[src/rtl/knn_pkg.sv]
// Shared KNN types: sequencer state encoding, label class count and label type.
// Used by the query sequencer, the vote counter, the input controller and the sorter.
package knn_pkg;

    localparam int NUM_CLASSES = 4;
    localparam int LABEL_W     = (NUM_CLASSES > 1) ? $clog2(NUM_CLASSES) : 1;

    typedef logic [LABEL_W-1:0] label_t;

    typedef enum logic [2:0] {
        ST_IDLE   = 3'd0,
        ST_CLEAR  = 3'd1,
        ST_STREAM = 3'd2,
        ST_DRAIN  = 3'd3,
        ST_VOTE   = 3'd4,
        ST_DONE   = 3'd5
    } state_t;

endpackage

[src/rtl/knn_vote_counter.sv]
// Per-class vote counters with a combinational argmax.
// Ties go to the lowest label index. With KNN_SEQ_TIE_NEAREST_EN defined, the
// label seen at rank 0 (nearest neighbour) is captured and wins any tie it is part of.
module knn_vote_counter
    import knn_pkg::*;
#(
    parameter int K = 5
) (
    input  logic   clk,
    input  logic   rst,
    input  logic   clr,
    input  logic   inc,
`ifdef KNN_SEQ_TIE_NEAREST_EN
    input  logic   cap_rank0,
`endif
    input  label_t label,
    output label_t vote_class
);

    // Wide enough to count K votes for a single class, so no overflow is possible.
    localparam int CNT_W = $clog2(K + 1);

    logic [CNT_W-1:0] cnt [NUM_CLASSES];

    // Counters: cleared at the start of each query, bumped once per voted rank.
    always_ff @(posedge clk or negedge rst) begin
        if (!rst) begin
            for (int c = 0; c < NUM_CLASSES; c++) cnt[c] <= '0;
        end else if (clr) begin
            for (int c = 0; c < NUM_CLASSES; c++) cnt[c] <= '0;
        end else if (inc) begin
            cnt[label] <= cnt[label] + CNT_W'(1);
        end
    end

`ifdef KNN_SEQ_TIE_NEAREST_EN
    label_t rank0_q;

    // Remember the nearest neighbour's label for tie-breaking.
    always_ff @(posedge clk or negedge rst) begin
        if (!rst) begin
            rank0_q <= '0;
        end else if (cap_rank0) begin
            rank0_q <= label;
        end
    end
`endif

    label_t           best;
    logic [CNT_W-1:0] best_cnt;

    // Argmax: strict compare keeps the lowest index among equal maxima.
    always_comb begin
        best     = '0;
        best_cnt = cnt[0];
        for (int c = 1; c < NUM_CLASSES; c++) begin
            if (cnt[c] > best_cnt) begin
                best     = label_t'(c);
                best_cnt = cnt[c];
            end
        end
`ifdef KNN_SEQ_TIE_NEAREST_EN
        if (cnt[rank0_q] == best_cnt) best = rank0_q;
`endif
        vote_class = best;
    end

endmodule

[src/rtl/knn_query_sequencer.sv]
// KNN query sequencer: clears the sorter, streams every stored train point through
// the distance pipeline, drives sorter inserts, then votes over the K nearest labels.
// Optional macro KNN_SEQ_TIE_NEAREST_EN: vote ties favour the rank-0 label.
module knn_query_sequencer
    import knn_pkg::*;
#(
    parameter  int NUM_TRAIN = 128,
    parameter  int DIST_LAT  = 3,
    parameter  int K         = 5,
    localparam int ADDR_W    = $clog2(NUM_TRAIN),
    localparam int SEL_W     = (K > 1) ? $clog2(K) : 1
) (
    input  logic              clk,
    input  logic              rst,
    input  logic              i_start,
    input  logic              i_abort,
    input  logic [ADDR_W:0]   i_num_train,
    output logic              o_rd_en,
    output logic [ADDR_W-1:0] o_rd_addr,
    output logic              o_sort_clr,
    output logic              o_sort_en,
    output logic [SEL_W-1:0]  o_sel_idx,
    input  label_t            i_sel_label,
    output label_t            o_class,
    output logic              o_valid,
    output logic              o_no_train,
    output logic              o_busy,
    output logic [2:0]        o_current_state
);

    // Memory read plus distance pipeline.
    localparam int PIPE_LAT = DIST_LAT + 1;
    localparam int CNT_W    = ADDR_W + 1;
    localparam int DRN_W    = $clog2(PIPE_LAT + 1);

    typedef logic [CNT_W-1:0] cnt_t;

    function automatic cnt_t sat_count(input cnt_t n);
        if (n > cnt_t'(NUM_TRAIN)) return cnt_t'(NUM_TRAIN);
        return n;
    endfunction

    function automatic cnt_t min_k(input cnt_t n);
        if (n > cnt_t'(K)) return cnt_t'(K);
        return n;
    endfunction

    state_t              state;
    state_t              next_state;
    cnt_t                n_q;
    cnt_t                kk_q;
    logic                empty_q;
    logic [ADDR_W-1:0]   addr_q;
    logic [DRN_W-1:0]    drain_q;
    logic [SEL_W-1:0]    vsel_q;
    logic [PIPE_LAT-1:0] sort_en_sr;
    label_t              class_q;
    logic                no_train_q;

    cnt_t   n_sat;
    logic   stream_last;
    logic   vote_last;
    logic   rd_en;
    logic   sort_clr;
    logic   busy;
    logic   valid;
    label_t vote_class;
    label_t done_class;

    assign n_sat       = sat_count(i_num_train);
    assign stream_last = ({1'b0, addr_q} == (n_q - cnt_t'(1)));
    assign vote_last   = (cnt_t'(vsel_q) == (kk_q - cnt_t'(1)));
    assign done_class  = empty_q ? label_t'(0) : vote_class;

    // State register.
    always_ff @(posedge clk or negedge rst) begin
        if (!rst) begin
            state <= ST_IDLE;
        end else begin
            state <= next_state;
        end
    end

    // Next state and strobes; abort overrides every transition.
    always_comb begin
        next_state = state;
        rd_en      = 1'b0;
        sort_clr   = 1'b0;
        busy       = 1'b1;
        valid      = 1'b0;
        case (state)
            ST_IDLE: begin
                busy = 1'b0;
                if (i_start) next_state = (n_sat == '0) ? ST_DONE : ST_CLEAR;
            end
            ST_CLEAR: begin
                sort_clr   = 1'b1;
                next_state = ST_STREAM;
            end
            ST_STREAM: begin
                rd_en = 1'b1;
                if (stream_last) next_state = ST_DRAIN;
            end
            ST_DRAIN: begin
                if (drain_q == '0) next_state = ST_VOTE;
            end
            ST_VOTE: begin
                if (vote_last) next_state = ST_DONE;
            end
            ST_DONE: begin
                valid      = !i_abort;
                next_state = ST_IDLE;
            end
            default: next_state = ST_IDLE;
        endcase
        if (i_abort) next_state = ST_IDLE;
    end

    // Query parameters, address/drain/rank counters and the sort-enable delay line.
    always_ff @(posedge clk or negedge rst) begin
        if (!rst) begin
            n_q        <= '0;
            kk_q       <= '0;
            empty_q    <= 1'b0;
            addr_q     <= '0;
            drain_q    <= '0;
            vsel_q     <= '0;
            sort_en_sr <= '0;
        end else begin
            if (state == ST_IDLE && i_start && !i_abort) begin
                n_q     <= n_sat;
                kk_q    <= min_k(n_sat);
                empty_q <= (n_sat == '0);
            end
            addr_q  <= (state == ST_STREAM) ? addr_q + ADDR_W'(1) : '0;
            drain_q <= (state == ST_DRAIN) ? drain_q - DRN_W'(1) : DRN_W'(PIPE_LAT - 1);
            vsel_q  <= (state == ST_VOTE) ? vsel_q + SEL_W'(1) : '0;
            // Inserts follow reads by exactly PIPE_LAT cycles; abort drops any in flight.
            if (i_abort) begin
                sort_en_sr <= '0;
            end else begin
                sort_en_sr <= (sort_en_sr << 1) | PIPE_LAT'(rd_en);
            end
        end
    end

    // Result hold registers, loaded on a completed query only.
    always_ff @(posedge clk or negedge rst) begin
        if (!rst) begin
            class_q    <= '0;
            no_train_q <= 1'b0;
        end else if (valid) begin
            class_q    <= done_class;
            no_train_q <= empty_q;
        end
    end

    knn_vote_counter #(
        .K (K)
    ) u_vote (
        .clk        (clk),
        .rst        (rst),
        .clr        (sort_clr),
        .inc        (state == ST_VOTE),
`ifdef KNN_SEQ_TIE_NEAREST_EN
        .cap_rank0  (state == ST_VOTE && vsel_q == '0),
`endif
        .label      (i_sel_label),
        .vote_class (vote_class)
    );

    assign o_rd_en         = rd_en;
    assign o_rd_addr       = addr_q;
    assign o_sort_clr      = sort_clr;
    assign o_sort_en       = sort_en_sr[PIPE_LAT-1];
    assign o_sel_idx       = vsel_q;
    assign o_valid         = valid;
    assign o_class         = valid ? done_class : class_q;
    assign o_no_train      = valid ? empty_q : no_train_q;
    assign o_busy          = busy;
    assign o_current_state = state;

endmodule

[config.mk]
export PLATFORM = sky130hd
export DESIGN_NAME = knn_query_sequencer
export DESIGN_NICKNAME = d
export VERILOG_FILES = /design/src/rtl/knn_pkg.sv /design/src/rtl/knn_vote_counter.sv /design/src/rtl/knn_query_sequencer.sv
export SDC_FILE = /design/constraint.sdc
export NUM_CORES = 1
export LEC_CHECK = 0
export ABC_AREA = 1
export BUFFER_PORTS_ARGS = -buffer_cell sky130_fd_sc_hd__buf_2
export CORE_ASPECT_RATIO = 1.1
export CORE_UTILIZATION = 40
export CTS_CLUSTER_SIZE = 12
export DETAILED_ROUTE_END_ITERATION = 6
export MAX_ROUTING_LAYER = met4
export PLACE_DENSITY = 0.63
export SYNTH_ARGS = -nofsm -noshare
export SYNTH_HDL_FRONTEND = slang
export SYNTH_SLANG_ARGS = --single-unit
[constraint.sdc]
create_clock -name clk -period 4 [get_ports clk]
set_clock_uncertainty 0.1 [all_clocks]
set_input_delay 0 -clock clk [delete_from_list [all_inputs] [get_ports clk]]
set_output_delay 0 -clock clk [all_outputs]
set_load 0.02 [all_outputs]
# After elaboration in Yosys (flattened, before gate mapping)
# Cells that the tools add are included.
dict set report word_totals {
  ff_bits 52
  inputBits 14
  output_inout_bits 21
  elab_cells 87
}
dict set report classes {
  add_sub_neg 6
  n_lt_le_gt_ge 7
  n_eq_ne 11
  muxes 38
  bitwise 2
  reduce_logical 9
}
# op count
set op_table {}
lappend op_table {{two-way mux 3 bit} 13}
lappend op_table {{two-way mux 8 bit} 4}
lappend op_table {{two-way mux 12 bit} 2}
lappend op_table {{subtractor 8 x 1 -> 8 bit, second input constant} 2}
lappend op_table {{case mux 3 bit (5 select lines)} 1}
lappend op_table {{bitwise mux 12 bit} 1}
lappend op_table {{inequality test 3 bit, second input constant} 4}
lappend op_table {{> comparator 3 bit} 3}
lappend op_table {{two-way mux 1 bit} 9}
lappend op_table {{== test 3 x 8 -> 1 bit} 1}
lappend op_table {{== test 7 x 8 -> 1 bit} 1}
lappend op_table {{> comparator 8 x 3 -> 1 bit, second input constant} 1}
lappend op_table {{> comparator 8 bit, second input constant} 1}
lappend op_table {{zero test 8 bit} 1}
lappend op_table {{two-way mux 2 bit} 4}
lappend op_table {{adder 7 x 1 -> 7 bit, second input constant} 1}
lappend op_table {{two-way mux 7 bit} 1}
lappend op_table {{adder 3 x 1 -> 3 bit, second input constant} 2}
lappend op_table {{binary-select mux 3 bit (select 2 bit)} 1}
lappend op_table {{demux 3 bit (select 2 bit)} 1}
lappend op_table {{== test 3 x 2 -> 1 bit, second input constant} 2}
lappend op_table {{== test 3 bit, second input constant} 2}
lappend op_table {{zero test 3 bit} 2}
lappend op_table {{two-way mux 4 bit} 1}
lappend op_table {{other kinds (10)} 12}

# Depth between registers and ports, before layout
# Gate-level depths: netlist of run 1.
dict set report logic_depth {
  ltp_word 8
  ltp_mapped 19
  depth_no_buf 19
}

# Hierarchy
# Synthesis of run 1 repeated with hierarchy kept, for this count alone.
dict set report unflattened {
  cells_unflattened 443
  hier_area_um2 3138.0
}
# module n_inst cells_per_inst area_each_um2 seq_area_each_um2
set by_module_without_submodules {}
lappend by_module_without_submodules {knn_query_sequencer 1 296 2175.8 1001.0}
lappend by_module_without_submodules {knn_vote_counter 1 147 962.2 300.3}

# Least setup slack after synthesis of run 1
# Ideal clock, no wire load.
dict set report synth_path {
  path_kind {reg2reg}
  start {register u_vote.cnt[8] (netlist name)}
  end {register class_q[0]}
  t_arrival_ns 2.876
  t_required_ns 3.792
  setup_slack_ns 0.917
  stages_incl_launch_ff 18
  path_buffers 0
  path_cell_list {dfrtp_1 ha_1 a21oi_1 o21ai_2 nand2_1 o21ai_0 ha_1 nand2_1 o21ai_0 nand2_1 nand2_1 o21ai_0 ha_1 nand2_1 o21ai_0 nand2_1 nand2_1 a22o_1}
}
dict set report synth_via {
  elab_chain_len 8
}
# element line
set synth_lines {}
lappend synth_lines {{from (decl)} knn_vote_counter.sv:23} ;# logic [CNT_W-1:0] cnt [NUM_CLASSES];
lappend synth_lines {{from (signal, indexed assignment)} knn_vote_counter.sv:32} ;# cnt[label] <= cnt[label] + CNT_W'(1);
lappend synth_lines {{> comparator 3 bit} knn_vote_counter.sv:57} ;# if (cnt[c] > best_cnt) begin
lappend synth_lines {{two-way mux 3 bit} knn_vote_counter.sv:57}
lappend synth_lines {{> comparator 3 bit} knn_vote_counter.sv:57}
lappend synth_lines {{two-way mux 3 bit} knn_vote_counter.sv:57}
lappend synth_lines {{> comparator 3 bit} knn_vote_counter.sv:57}
lappend synth_lines {{two-way mux 2 bit *} knn_vote_counter.sv:57}
lappend synth_lines {{two-way mux 2 bit *} knn_query_sequencer.sv:73} ;# assign done_class = empty_q ? label_t'(0) : vote_class;
lappend synth_lines {{two-way mux 2 bit *} --}
lappend synth_lines {{via o_class[0]} knn_query_sequencer.sv:24} ;# output label_t o_class,
lappend synth_lines {{to (signal assigned)} knn_query_sequencer.sv:153} ;# class_q <= done_class;
lappend synth_lines {{to (decl)} knn_query_sequencer.sv:57} ;# label_t class_q;
# The timed path passes the listed nets; every way through them passes the cells marked *.
# A chain may end at the register's enable or synchronous reset.

# Worst setup path after layout of run 1
dict set report layout_path {
  start {register u_vote.cnt[8] (netlist name)}
  end {output o_class[0]}
}
dict set report layout_via {
  elab_chain_len 8
}
# element line
set layout_lines {}
lappend layout_lines {{> comparator 3 bit} knn_vote_counter.sv:57}
lappend layout_lines {{two-way mux 3 bit} knn_vote_counter.sv:57}
lappend layout_lines {{> comparator 3 bit} knn_vote_counter.sv:57}
lappend layout_lines {{two-way mux 3 bit} knn_vote_counter.sv:57}
lappend layout_lines {{> comparator 3 bit} knn_vote_counter.sv:57}
lappend layout_lines {{two-way mux 2 bit *} knn_vote_counter.sv:57}
lappend layout_lines {{two-way mux 2 bit *} knn_query_sequencer.sv:73}
lappend layout_lines {{two-way mux 2 bit *} --}
lappend layout_lines {{to (decl)} knn_query_sequencer.sv:24}
# Every way passes the cells marked *; elsewhere a longest branch is shown, timed or not.

==> impl_metrics.toml, run 1 <==
[routing]
vias = 2570
viasPerCell = 4.867
wl_per_cell_um = 12.29
drt-initial-drc-count = 85
drt-total-wl_um = 6488
drc_errors = 0
drtPass1Iterations = 4
antenna_left = 0

[setup_path]
crit_path_frequent_cell = "nand2_1"
cp.required_ns = 3.90
rr_worst_depth = 17
worst_setup_path_end_kind = "primary output"
cp.depth = 19
r2r_start = "u_vote.cnt[8]"
cp_max_fo = 6
critical-path-top-delay-family = "adder cells"
critical_path.cell_chain = "ha_1 -> nand2_1 -> o21ai_2 -> nand2_1 -> nand2_1 -> o21ai_0 -> ha_1 -> nand2_1 -> o21ai_1 -> nand2_2 -> nand2_1 -> o21ai_0 -> ha_1 -> nand2_1 -> o21ai_0 -> nand2_1 -> nand2_1 -> a22o_1 -> buf_2"
crit_path_start_kind = "register"
crit_buf_inv = 1
critPathMaxStageDelay_ns = 0.42
r2r_end = "class_q[0]"
critical_path_class = "register to primary output"
slowest_stage = "dfrtp_1"
r2r_setup_slack_ns = 0.84
crit_arrival_ns = 3.45

[yosys]
ys_types = 38
synthesis.area_sq_um = 3057
ys_seq_elements = 52
postSynthAreaPerCell_sq_um = 7.838
ys_seq_area_share_pct = 42.57
ys.warnings.count = 0
synth.net_count = 420
netlist_instances = 390

[layout]
drive_gt1_share_pct = 17.46
nFillCells = 739
fin_nets = 470
antenna_cells = 0
fin_cells = 528
syn_to_final_growth_pct = 15.43
regArea_sq_um = 1301
multiInputGateArea_sq_um = 1488

[sta]
grt_setup_unrepaired = "false"
setup_viol = 0
slew_headroom_pct = 44.75
finalCritPeriodShare_pct = 88.72
finalHoldViolCount = 0
tightest_slew_ns = 0.8261
slew_viol_final = 0
setup_tns_ns = 0
max_freq_mhz = 281.8
min_period_ns = 3.549
hold_slack_ns = 0.05898

[clock_tree]
cts_sinks = 52
postCtsSetupRepairBufs = 0
cts_root_buf = "clkbuf_8"
cts_made_buffers = 5
clkSlewWorstSetupHoldPaths_ns = 0.09
cts_tree = "done"
insertion_delay_ns = 0.31
clk_path_buf_depth = 2
htree_levels = 2

[floorplan]
die-width_um = 85.35
core_region_area_sq_um = 7432
start_util_pct = 41.13
die_height_um = 93.69
io_pins = 35
fp.dieArea_sq_um = 7996
std_cell_rows = 33

[global_routing]
grt_pass1_vias = 2585
antenna_found_initial = 0
grt_max_degree = 53
grt_usage_pct = 18.47
grt_pass1_wl_um = 11520
grt_remaining_overflow = 0

[status]
status = "completed"

[hold_path]
hold_start = "i_sel_label[0]"
hold_path_depth = 4
min_to = "u_vote.cnt[10]"
min_path_type = "input pin to register"

[place]
gp_congestion = 0.8655
dp_hpwl_um = 4846
portBuffers = 34
dpl.cell_count = 508

[power]
powerDensity_nw_per_um2 = 524.1
power_mw = 1.849
ir_worst_vdd_mv = 0.1979
power.leakage_nw = 1.822

[job]
cap_violations = 0
kinds of logic after synthesis:
group,count (synthesis),share of synthesized area (%)
AOI/OAI and AO/OA,53,10.85
xor gates and xnor gates,9,2.579
adders and majority gates,16,6.549
buffers and inverters,66,8.842
DFF,52,42.57
and+or+nand+nor,194,28.61
flip-flops by register name, summed over array words and instances (netlist names), 2 cells and up:
| name | cells |
|---|---|
| class_q | 2 |
| drain_q | 3 |
| kk_q | 8 |
| n_q | 8 |
| o_current_state | 3 |
| o_rd_addr | 7 |
| o_sel_idx | 3 |
| sort_en_sr | 4 |
| u_vote.cnt | 12 |
layer usage:
layer | track usage [%] | vias up | wire, um
li1 | - | 1348 | -
met1 | 22.84 | 1171 | 3047
met2 | 31.99 | 45 | 3153
met3 | 2.812 | 6 | 225
met4 | 4.444 | 0 | 61
met5 | - | - | 0
report_power, final:
| group | total, mW | switching [mW] | internal, mW |
|---|---|---|---|
| registers | 0.696 | 0.0883 | 0.608 |
| clock network | 0.318 | 0.177 | 0.140 |
| logic | 0.836 | 0.537 | 0.298 |
| total | 1.85 | 0.803 | 1.05 |
stage by stage:
stage	area (sq um)	utilization (%)	worst slack, ns
after floorplan	3057	-	0.9167
after global routing	3528	47.47	0.02082
after detailed placement	3308	44.51	0.6590
after CTS	3526	47.44	0.2912
final	3528	47.47	0.4513
after global placement	3308	44.51	0.8209
synth_stat cells:
cell type | count | area, sq um
o21ai_0 | 17 | 85.08
buf_2 | 1 | 5.000
o21a_1 | 2 | 15.01
nand3_2 | 2 | 20.02
o2111ai_1 | 1 | 8.760
nand2_2 | 3 | 18.77
nand2_1 | 96 | 360.4
xor2_1 | 5 | 43.79
nand3b_1 | 4 | 30.03
a21oi_1 | 11 | 55.05
o211ai_1 | 1 | 7.510
nor3_1 | 3 | 15.01
buf_4 | 1 | 7.510
o21ai_2 | 3 | 26.28
a21oi_2 | 3 | 26.28
o22ai_2 | 1 | 12.51
xnor2_1 | 4 | 35.03
inv_2 | 8 | 30.03
nor3_4 | 2 | 32.53
a31oi_1 | 1 | 6.260
o221ai_1 | 1 | 8.760
o21ai_1 | 3 | 15.01
dfrtp_1 | 52 | 1301
nor2_4 | 2 | 22.52
a22o_1 | 2 | 17.52
or2_1 | 1 | 6.260
ha_1 | 16 | 200.2
inv_1 | 53 | 198.9
inv_4 | 1 | 6.260
o22ai_1 | 4 | 25.02
or2_2 | 1 | 6.260
a22oi_1 | 3 | 22.52
nand3_1 | 31 | 155.2
nor4_1 | 1 | 6.260
nor2_2 | 6 | 37.54
nor2_1 | 41 | 153.9
buf_6 | 2 | 22.52
nor3_2 | 1 | 10.01
placed cells by master, fill, tap and decap left out, drive strengths merged, types with 5 or more instances in the layout:
cell,Yosys,routed
a21oi,14,14
buf,4,35
clkbuf,0,6
dfrtp,52,52
dlygate4sd3,0,12
ha,16,16
inv,62,62
nand2,99,99
nand3,33,33
nor2,49,49
nor3,6,6
o21ai,23,23
o22ai,5,5
xor2,5,5
how the worst max path moves through the flow:
stage / startpoint / end / slack, ns
floorplan: u_vote.cnt[8] / class_q[0] / 0.92
global placement: u_vote.cnt[8] / o_class[0] / 0.82
detailed placement: u_vote.cnt[8] / o_class[0] / 0.66
CTS: u_vote.cnt[8] / o_class[0] / 0.29
global route: u_vote.cnt[11] / o_class[0] / 0.02
finish: u_vote.cnt[8] / o_class[0] / 0.45
timing repair:
item                                   4_1_cts  5_1_grt
gates resized for setup                      0        2
hold buffers                                12        0
endpoints found under the hold margin       68        0
setup endpoints to repair                    0        2
area by class of cell:
type | count | share of cell area, %
inverter | 62 | 6.667
clock inverter | 2 | 0.4255
clock buffer | 6 | 2.340
tap | 87 | 3.085
sequential | 52 | 36.88
multi-input combinational | 272 | 42.16
timing repair buffer | 47 | 8.440
worst register-to-register path, delay by kind of cell, from the launching register on:
kind,cells,cell delay (ns)
AOI/OAI and AO/OA,7,1.07
adders and majority gates,3,0.92
DFF,1,0.42
and+or+nand+nor,7,0.54
Note: power is estimated with default switching activity, not from simulation.
==> inputs of run 2 (changes only) <==
Settings changed: BUFFER_PORTS_ARGS -buffer_cell sky130_fd_sc_hd__buf_2 to not set, DONT_BUFFER_PORTS set to 1, PLACE_DENSITY 0.63 to 0.59, SLEW_MARGIN set to 20.
==> impl_metrics.toml, run 2 (synthesis gave the netlist of run 1 again) <==
[setup_path]
rr_worst_depth = 18
r2r_setup_slack_ns = 0.71
r2r_start = "u_vote.cnt[8]"
endpoint = "o_class[0]"
r2r_end = "class_q[0]"
crit_path_start_kind = "register"
critical_path_class = "register to primary output"
cp_max_fo = 6
cp.required_ns = 3.90
crit_arrival_ns = 3.40
crit_start = "u_vote.cnt[8]"
worst_setup_path_end_kind = "primary output"

[layout]
nFillCells = 743
syn_to_final_growth_pct = 12.73
drive_gt1_share_pct = 10.14
regArea_sq_um = 1301
reg.largest.list = "u_vote.cnt x12, kk_q x8, n_q x8"
fin_cells = 501
final_util_pct = 46.36
final_common_cell = "nand2_1"
fin_nets = 443
mostFrequentLayoutCells = "nand2_1, inv_1, dfrtp_1, nor2_1, nand3_1"
top_register = "u_vote.cnt"
antenna_cells = 0
multiInputGateArea_sq_um = 1485
largest_reg_flops = 12

[power]
powerDensity_nw_per_um2 = 528.0
ir_worst_vdd_mv = 0.1821
power_mw = 1.819
power.leakage_nw = 1.693

[global_routing]
grt_usage_pct = 18.25
grt_remaining_overflow = 0
grt_pass1_vias = 2426
grt_pass1_wl_um = 11250
antenna_found_initial = 0
grt_max_degree = 53

[floorplan]
std_cell_rows = 33
die-width_um = 85.35
fp.dieArea_sq_um = 7996
core_region_area_sq_um = 7432
die_height_um = 93.69
start_util_pct = 41.13
io_pins = 35

[place]
dpl.cell_count = 473
portBuffers = 0
dp_hpwl_um = 4822
gp_congestion = 0.8213

[clock_tree]
clkSlewWorstSetupHoldPaths_ns = 0.10
insertion_delay_ns = 0.31
htree_levels = 2
cts_tree = "done"
cts_sinks = 52
cts_made_buffers = 5
cts_root_buf = "clkbuf_8"
clk_path_buf_depth = 2
postCtsSetupRepairBufs = 0

[routing]
vias = 2472
drt-total-wl_um = 6512
viasPerCell = 4.934
drc_errors = 0
wl_per_cell_um = 13.00
drt-initial-drc-count = 139
antenna_left = 0
drtPass1Iterations = 4

[hold_path]
min_path_type = "input pin to register"

[sta]
grt_setup_unrepaired = "false"
tightest_slew_ns = 0.8469
setup_tns_ns = 0
max_freq_mhz = 285.7
min_period_ns = 3.500
slew_headroom_pct = 43.36
finalHoldViolCount = 0
setup_viol = 0
finalCritPeriodShare_pct = 87.50
slew_viol_final = 0
hold_slack_ns = 0.02429

[job]
cap_violations = 0

[status]
status = "completed"
==> run 2: cell count changes in the layout (fill, tap and decap cells not counted) <==
| cell | previous run | this run |
|---|---|---|
| nand2_1 | 95 | 96 |
| nand2_2 | 4 | 3 |
| buf_16 | 0 | 1 |
| buf_2 | 34 | 0 |
| dlygate4sd3_1 | 12 | 19 |
| buf_4 | 1 | 0 |
==> run 2: area by class of cell <==
class                      count  share of cell area (%)
timing repair buffer          20                   6.318
multi-input combinational    272                   43.10
clock inverter                 2                  0.4357
clock buffer                   6                   2.397
tap                           87                   3.159
sequential                    52                   37.76
inverter                      62                   6.826
==> run 2: worst min-delay path by stage <==
| stage | from | endpoint | slack (ns) | cells past startpoint |
|---|---|---|---|---|
| after floorplan | rst | class_q[0] | -0.40 | 0 |
| after global placement | rst | o_sel_idx[1] | -0.39 | 0 |
| after detailed placement | rst | o_sel_idx[2] | -0.39 | 0 |
| after CTS | i_sel_label[0] | u_vote.cnt[2] | 0.003 | 4 |
| after global routing | i_num_train[2] | kk_q[2] | 0.04 | 4 |
| final | i_num_train[2] | kk_q[0] | 0.02 | 4 |
==> run 2: metrics by stage <==
| step | area, sq um | setup slack (ns) |
|---|---|---|
| finish | 3446 | 0.4999 |
| global route | 3446 | 0.1180 |
| global placement | 3131 | 0.7250 |
| floorplan | 3057 | 0.9167 |
| detailed placement | 3131 | 0.6093 |
| CTS | 3446 | 0.3629 |
==> run 2: report_power, final <==
part	switching [mW]	leakage (nW)	total, mW	internal, mW
Combinational	0.504	0.959	0.774	0.270
Clock	0.190	0.0434	0.330	0.141
Sequential	0.108	0.690	0.715	0.607
Total	0.802	1.69	1.82	1.02
==> run 2: metal layers <==
layer	vias to the layer above	track usage (%)	share of wire (%)
li1	1293	-	-
met1	1134	23.48	48
met2	35	29.44	47
met3	10	3.603	3.0
met4	0	5.278	1.5
met5	-	-	0
==> run 2: what timing repair did <==
item                                    4_1_cts  5_1_grt
hold buffers                                 20        0
hold endpoints to repair                     85        0
gates resized for setup                       0        1
endpoints found under the setup margin        0        2
==> run 2: critical path, cell delays in order (launching register included) <==
cell,delay (ns)
dfrtp_1,0.43
ha_1,0.33
nand2_1,0.07
o21ai_2,0.17
nand2_1,0.12
nand2_1,0.07
o21ai_0,0.10
ha_1,0.31
nand2_1,0.06
o21ai_1,0.19
nand2_1,0.16
nand2_1,0.09
o21ai_0,0.08
ha_1,0.30
nand2_1,0.05
o21ai_0,0.14
nand2_1,0.08
nand2_1,0.08
a22o_1,0.26
